### src/rtl/core_pkg.sv
// Shared core definitions: datapath width, bubble encoding, reset vector
// and the fetch FSM state encoding.
package core_pkg;

    localparam int          XLEN      = 32;
    localparam logic [31:0] NOP_INSTR = 32'h0000_0013;
    localparam logic [31:0] RESET_PC  = 32'h0000_0000;

    typedef enum logic [1:0] {
        IDLE = 2'd0,
        REQ  = 2'd1,
        WAIT = 2'd2,
        DROP = 2'd3
    } fetch_state_t;

endpackage

### src/rtl/fetch_stage_if.sv
// Instruction-memory request/response bus between fetch and imem.
interface fetch_stage_if #(
    parameter int XLEN = 32
);
    logic            imem_req;
    logic [XLEN-1:0] imem_addr;
    logic            imem_gnt;
    logic            imem_rvalid;
    logic [31:0]     imem_rdata;

    modport master (
        output imem_req, imem_addr,
        input  imem_gnt, imem_rvalid, imem_rdata
    );

    modport slave (
        input  imem_req, imem_addr,
        output imem_gnt, imem_rvalid, imem_rdata
    );
endinterface

### src/rtl/fetch_skid_buffer.sv
// One-entry holding slot for an instruction that returns while decode is stalled.
module fetch_skid_buffer #(
    parameter int XLEN = 32
) (
    input  logic            clk,
    input  logic            rst,
    input  logic            clear,
    input  logic            load,
    input  logic            drain,
    input  logic [31:0]     load_instr,
    input  logic [XLEN-1:0] load_pc,
    input  logic [XLEN-1:0] load_pc4,
    output logic            valid,
    output logic [31:0]     instr,
    output logic [XLEN-1:0] pc,
    output logic [XLEN-1:0] pc4
);

    // Clear wins over load: a redirect makes any returning instruction wrong-path.
    always_ff @(posedge clk) begin
        if (rst || clear) begin
            valid <= 1'b0;
        end else if (load) begin
            valid <= 1'b1;
            instr <= load_instr;
            pc    <= load_pc;
            pc4   <= load_pc4;
        end else if (drain) begin
            valid <= 1'b0;
        end
    end

endmodule

### src/rtl/fetch_stage.sv
// RV32I fetch stage: PC, one-outstanding imem requests, redirect/stall/flush
// handling and the IF/ID pipeline register.
module fetch_stage #(
    parameter int              XLEN      = core_pkg::XLEN,
    parameter logic [XLEN-1:0] RESET_PC  = core_pkg::RESET_PC,
    parameter logic [31:0]     NOP_INSTR = core_pkg::NOP_INSTR
) (
    input  logic            clk,
    input  logic            rst,
    input  logic            stallF,
    input  logic            stallD,
    input  logic            flushD,
    input  logic            br_selE,
    input  logic [XLEN-1:0] br_targetE,
    fetch_stage_if.master   imem,
    output logic [31:0]     instrD,
    output logic [XLEN-1:0] pcD,
    output logic [XLEN-1:0] pc4D,
    output logic            validD
);
    import core_pkg::*;

    fetch_state_t    state;
    logic [XLEN-1:0] pc;
    logic [XLEN-1:0] pc_plus4;
    logic [XLEN-1:0] tag_pc;
    logic [XLEN-1:0] tag_pc4;

    logic            accept;
    logic            issue;
    logic            hs;

    logic            skid_valid;
    logic            skid_load;
    logic            skid_drain;
    logic [31:0]     skid_instr;
    logic [XLEN-1:0] skid_pc;
    logic [XLEN-1:0] skid_pc4;

    assign pc_plus4 = pc + XLEN'(4);
    assign accept   = (state == WAIT) && imem.imem_rvalid && !br_selE;

    // Never issue while a returning instruction would have nowhere to go.
    assign issue = ((state == REQ) || ((state == WAIT) && imem.imem_rvalid))
                   && !stallF && !br_selE && !skid_valid && !(accept && stallD);
    assign hs    = issue && imem.imem_gnt;

    assign imem.imem_req  = issue;
    assign imem.imem_addr = pc;

    always_ff @(posedge clk) begin
        if (rst) begin
            state   <= IDLE;
            pc      <= RESET_PC;
            tag_pc  <= '0;
            tag_pc4 <= '0;
        end else if (br_selE) begin
            pc <= br_targetE;
            // The in-flight response (if any) belongs to the wrong path.
            case (state)
                WAIT, DROP: state <= imem.imem_rvalid ? REQ : DROP;
                default:    state <= REQ;
            endcase
        end else begin
            case (state)
                IDLE: state <= REQ;
                REQ, WAIT: begin
                    if (hs) begin
                        pc      <= pc_plus4;
                        tag_pc  <= pc;
                        tag_pc4 <= pc_plus4;
                        state   <= WAIT;
                    end else if ((state == WAIT) && imem.imem_rvalid) begin
                        state <= REQ;
                    end
                end
                DROP: if (imem.imem_rvalid) state <= REQ;
                default: state <= IDLE;
            endcase
        end
    end

    assign skid_load  = accept && stallD;
    assign skid_drain = skid_valid && !stallD && !flushD;

    fetch_skid_buffer #(.XLEN(XLEN)) u_skid (
        .clk        (clk),
        .rst        (rst),
        .clear      (br_selE),
        .load       (skid_load),
        .drain      (skid_drain),
        .load_instr (imem.imem_rdata),
        .load_pc    (tag_pc),
        .load_pc4   (tag_pc4),
        .valid      (skid_valid),
        .instr      (skid_instr),
        .pc         (skid_pc),
        .pc4        (skid_pc4)
    );

    // IF/ID register; bubbles keep the last PC so debug traces stay readable.
    always_ff @(posedge clk) begin
        if (rst) begin
            instrD <= NOP_INSTR;
            pcD    <= '0;
            pc4D   <= '0;
            validD <= 1'b0;
        end else if (!stallD) begin
            if (flushD) begin
                instrD <= NOP_INSTR;
                validD <= 1'b0;
            end else if (skid_valid) begin
                instrD <= skid_instr;
                pcD    <= skid_pc;
                pc4D   <= skid_pc4;
                validD <= 1'b1;
            end else if (accept) begin
                instrD <= imem.imem_rdata;
                pcD    <= tag_pc;
                pc4D   <= tag_pc4;
                validD <= 1'b1;
            end else begin
                instrD <= NOP_INSTR;
                validD <= 1'b0;
            end
        end
    end

endmodule

### src/flat_wrapper.sv
// flat-port wrapper written by rule: the top's interface ports become plain ports
module fetch_stage_flat import core_pkg::*;
#(
    parameter int              XLEN      = core_pkg::XLEN,
    parameter logic [XLEN-1:0] RESET_PC  = core_pkg::RESET_PC,
    parameter logic [31:0]     NOP_INSTR = core_pkg::NOP_INSTR
)
  (clk, rst, stallF, stallD, flushD, br_selE, br_targetE, instrD, pcD, pc4D, validD, imem_imem_req, imem_imem_addr, imem_imem_gnt, imem_imem_rvalid, imem_imem_rdata);
  fetch_stage_if #(.XLEN(XLEN)) imem_i ();
  input  logic clk;
  input  logic rst;
  input  logic stallF;
  input  logic stallD;
  input  logic flushD;
  input  logic br_selE;
  input  logic [XLEN-1:0] br_targetE;
  output logic [31:0] instrD;
  output logic [XLEN-1:0] pcD;
  output logic [XLEN-1:0] pc4D;
  output logic validD;
  output wire logic [$bits(imem_i.imem_req)-1:0] imem_imem_req;
  output wire logic [$bits(imem_i.imem_addr)-1:0] imem_imem_addr;
  input wire logic [$bits(imem_i.imem_gnt)-1:0] imem_imem_gnt;
  input wire logic [$bits(imem_i.imem_rvalid)-1:0] imem_imem_rvalid;
  input wire logic [$bits(imem_i.imem_rdata)-1:0] imem_imem_rdata;
  assign imem_imem_req = imem_i.imem_req;
  assign imem_imem_addr = imem_i.imem_addr;
  assign imem_i.imem_gnt = imem_imem_gnt;
  assign imem_i.imem_rvalid = imem_imem_rvalid;
  assign imem_i.imem_rdata = imem_imem_rdata;
  fetch_stage #(.XLEN(XLEN), .RESET_PC(RESET_PC), .NOP_INSTR(NOP_INSTR)) u_core (.clk(clk), .rst(rst), .stallF(stallF), .stallD(stallD), .flushD(flushD), .br_selE(br_selE), .br_targetE(br_targetE), .imem(imem_i), .instrD(instrD), .pcD(pcD), .pc4D(pc4D), .validD(validD));
endmodule
### config.mk
export PLATFORM = sky130hd
export DESIGN_NAME = fetch_stage_flat
export DESIGN_NICKNAME = d
export VERILOG_FILES = /design/src/rtl/core_pkg.sv /design/src/rtl/fetch_stage_if.sv /design/src/rtl/fetch_skid_buffer.sv /design/src/rtl/fetch_stage.sv /design/src/flat_wrapper.sv
export SDC_FILE = /design/constraint.sdc
export NUM_CORES = 1
export LEC_CHECK = 0
export CAP_MARGIN = 20
export CORE_ASPECT_RATIO = 1.25
export CORE_MARGIN = 2
export CORE_UTILIZATION = 60
export CTS_BUF_LIST = sky130_fd_sc_hd__clkbuf_16
export CTS_CLUSTER_SIZE = 12
export DETAILED_ROUTE_END_ITERATION = 6
export DONT_BUFFER_PORTS = 1
export GPL_TIMING_DRIVEN = 0
export PLACE_DENSITY = 0.84
export SLEW_MARGIN = 20
export SYNTH_ARGS = -nofsm -noshare
export SYNTH_HDL_FRONTEND = slang
export SYNTH_SLANG_ARGS = --single-unit
### constraint.sdc
create_clock -name clk -period 16.3 [get_ports clk]
set_input_delay 3.26 -clock clk [delete_from_list [all_inputs] [get_ports clk]]
set_output_delay 3.26 -clock clk [all_outputs]
set_load 0.02 [all_outputs]
==> impl_metrics.py <==
metrics = {
    "pwr": {
        "power_per_cell_area_nw_per_um2": 109.6,
        "p_leak_uw": 0.004270,
        "vdd_drop_max_mv": 0.09460,
        "power_uw": 1397,
    },
    "placed_design": {
        "placed_area_sq_um": 11950,
        "io_buffer_count": 0,
        "hpwl_mm": 22.45,
        "place_inst": 1327,
        "globalplace.congestion": 0.9433,
    },
    "global_route": {
        "antenna_found_initial": 0,
        "grt_pass1_vias": 8522,
        "grt_max_degree": 15,
        "grtUsageTotal": 0.2930,
        "globalRouteMet3Util": 0.07930,
        "gr-usage-met1": 0.3623,
        "grt_use_met2": 0.4799,
        "overflow": 0,
        "grt_pass1_wl_mm": 47.12,
        "grt-busiest-layer": "met2",
    },
    "timing": {
        "fin_skew_ps": 18.70,
        "timing.final.max_slew_violations": 0,
        "finalCritPeriodShare": 0.4855,
        "rsz0062_at_grt": "no",
        "setup_viol": 0,
        "period_needed_ps": 7914,
        "max_freq_mhz": 126.4,
        "hold_viol": 0,
        "setup_tns_ps": 0,
        "maxSlewHeadroom": 0.3810,
        "tightest_slew_ps": 923.5,
    },
    "yosys": {
        "synth_seq_cells": 286,
        "syn-num-nets": 1161,
        "yosysWarnings": 0,
        "synth_edf_count": 94,
        "syn-cell-area_sq_um": 11570,
        "syn_inst": 1085,
        "yosys.cell_types.count": 63,
        "ys_async_sr_fraction": 0,
        "yosysSeqAreaShare": 0.5763,
        "synth_flop_cell": "dfxtp_1",
        "avgSynthCellArea_sq_um": 10.66,
    },
    "critical_path": {
        "worstPathMaxFanout": 10,
        "cp.required_ps": 13040,
        "critical_path_arrival_ps": 4650,
        "r2r_end": "u_core.u_skid.pc[9]$_DFFE_PP_",
        "end_kind": "output port",
        "ff2ff_path_depth": 9,
        "r2r_setup_slack_ps": 13310,
        "cp-startpoint": "br_selE",
        "start_kind": "input pin",
        "path_class": "in2out",
        "rr_startpoint": "u_core.state[0]$_SDFFE_PP0P_",
    },
    "clock_network": {
        "cts.clk_slew.worst_paths_ps": 60,
        "ctsResizeCount": 0,
        "htreeDepth": 1,
        "cts_num_sinks": 286,
        "post_cts.repair.setup_buffers": 0,
        "numCtsBuffers": 28,
        "cts_tree": "built",
        "clock_path_buffers": 3,
        "ctsHoldBuffers": 0,
        "root_buffer": "clkbuf_16",
        "worstSkewPairLatency_ps": 550,
    },
    "layout": {
        "fillCellCount": 1393,
        "final_area_sq_um": 12750,
        "register_area_sq_um": 6666,
        "area.growth.synth_to_final_pct": 10.26,
        "insertedDiodeCount": 0,
        "final_util": 0.6767,
        "nNetsFinal": 1201,
        "finalNonFillerCells": 1378,
        "layout_common_cells": "192 x dfxtp_1, 127 x nor2_1, 96 x nand2_1",
        "layout_commonest_cell": "dfxtp_1",
        "multi_input_area_sq_um": 4444,
        "drive_gt1_frac": 0.1222,
    },
    "min_path": {
        "hp-class": "reg2reg",
        "hold_depth": 0,
        "hold_path.startpoint": "u_core.tag_pc4[18]$_SDFFE_PP0P_",
        "worst_hold_path.endpoint": "u_core.u_skid.pc4[18]$_DFFE_PP_",
    },
    "route": {
        "drt.antenna.violating_nets": 0,
        "drt-pass1-iter-count": 5,
        "dr.first_iter.drc_count": 832,
        "via_count": 8772,
        "routedWlPerCell_microns": 22.42,
        "drc": 0,
        "viasPerCell": 6.366,
        "wirelength_mm": 30.90,
    },
    "floorplan": {
        "std_cell_rows": 56,
        "die_h_microns": 159.2,
        "die_w_microns": 128.2,
        "ioPinCount": 202,
        "dieArea_sq_um": 20410,
        "start_util": 0.6137,
        "coreArea_sq_um": 18850,
    },
    "run_status": {
        "status": "completed",
    },
    "job": {
        "drv_cap": 0,
    },
}
Yosys cell counts, types with 4 or more instances:
cell	count	area [sq um]
a211oi_1	72	540.5
a21oi_1	81	405.4
a22oi_1	34	255.2
a31oi_1	17	106.4
buf_2	34	170.2
buf_4	6	45.04
clkbuf_1	48	180.2
dfxtp_1	192	3844
edfxtp_1	94	2823
ha_1	4	50.05
inv_1	9	33.78
mux2_2	30	337.8
mux2i_1	67	670.6
nand2_1	96	360.4
nand3_1	13	65.06
nand4_1	6	37.54
nor2_1	127	476.7
nor3_1	11	55.05
nor3_2	4	40.04
nor4_1	7	43.79
o21ai_0	42	210.2
or3_1	7	43.79
xnor2_1	8	70.07
xor2_1	18	157.7
cells by family after synthesis:
group	Yosys count	synth area share
multiplexers	97	0.08718
flip-flops	286	0.5763
AO/OA/AOI/OAI	267	0.1470
XOR/XNOR	26	0.01969
AND/OR/NAND/NOR	302	0.1250
buffers and inverters	103	0.04045
adder cells (fa/ha/maj)	4	0.004327
power breakdown:
group	total, uW	internal [uW]	switching, uW
sequential	764	743	20.8
combinational	62.5	21.5	41.0
clock	571	309	262
total	1400	1070	323
how the worst max path moves through the flow:
stage | endpoint | slack, ps
final | imem_imem_req | 8390
after global routing | imem_imem_req | 8340
after CTS | imem_imem_req | 8110
after detailed placement | imem_imem_req | 8130
after global placement | u_core.u_skid.instr[7]$_DFFE_PP_ | 2520
after floorplan | u_core.u_skid.instr[0]$_DFFE_PP_ | 5530
per-stage QoR:
stage	worst slack (ps)	hold slack, ps
finish	8386	459.1
CTS	8111	460.7
global route	8336	473.7
detailed placement	8129	452.5
global placement	2525	443.8
floorplan	5534	424.2
worst max-delay path, stage by stage:
cell,delay [ps]
clkbuf_1,260
clkbuf_1,370
nor4_2,760
layout make-up:
class,instances,area share
clock buffer,28,0.05493
buffer,93,0.03375
timing repair buffer,10,0.006474
multi-input combinational,696,0.3484
clock inverter,23,0.008044
tap,232,0.02276
inverter,10,0.002943
sequential,286,0.5227
state kept, by name (all words and copies together), names as in the netlist, 30 cells and up:
name                   flops
u_core.imem.imem_addr     32
u_core.tag_pc             30
u_core.pc4D               30
u_core.u_skid.pc4         30
u_core.tag_pc4            32
u_core.u_skid.instr       32
u_core.u_skid.pc          32
u_core.instrD             32
u_core.pcD                32
layer usage:
layer | share of wire | up-vias
li1 | - | 4016
met2 | 0.48 | 447
met5 | 0 | -
met4 | 0.047 | 0
met1 | 0.38 | 4218
met3 | 0.10 | 91
(Power assumes the default switching activity.)
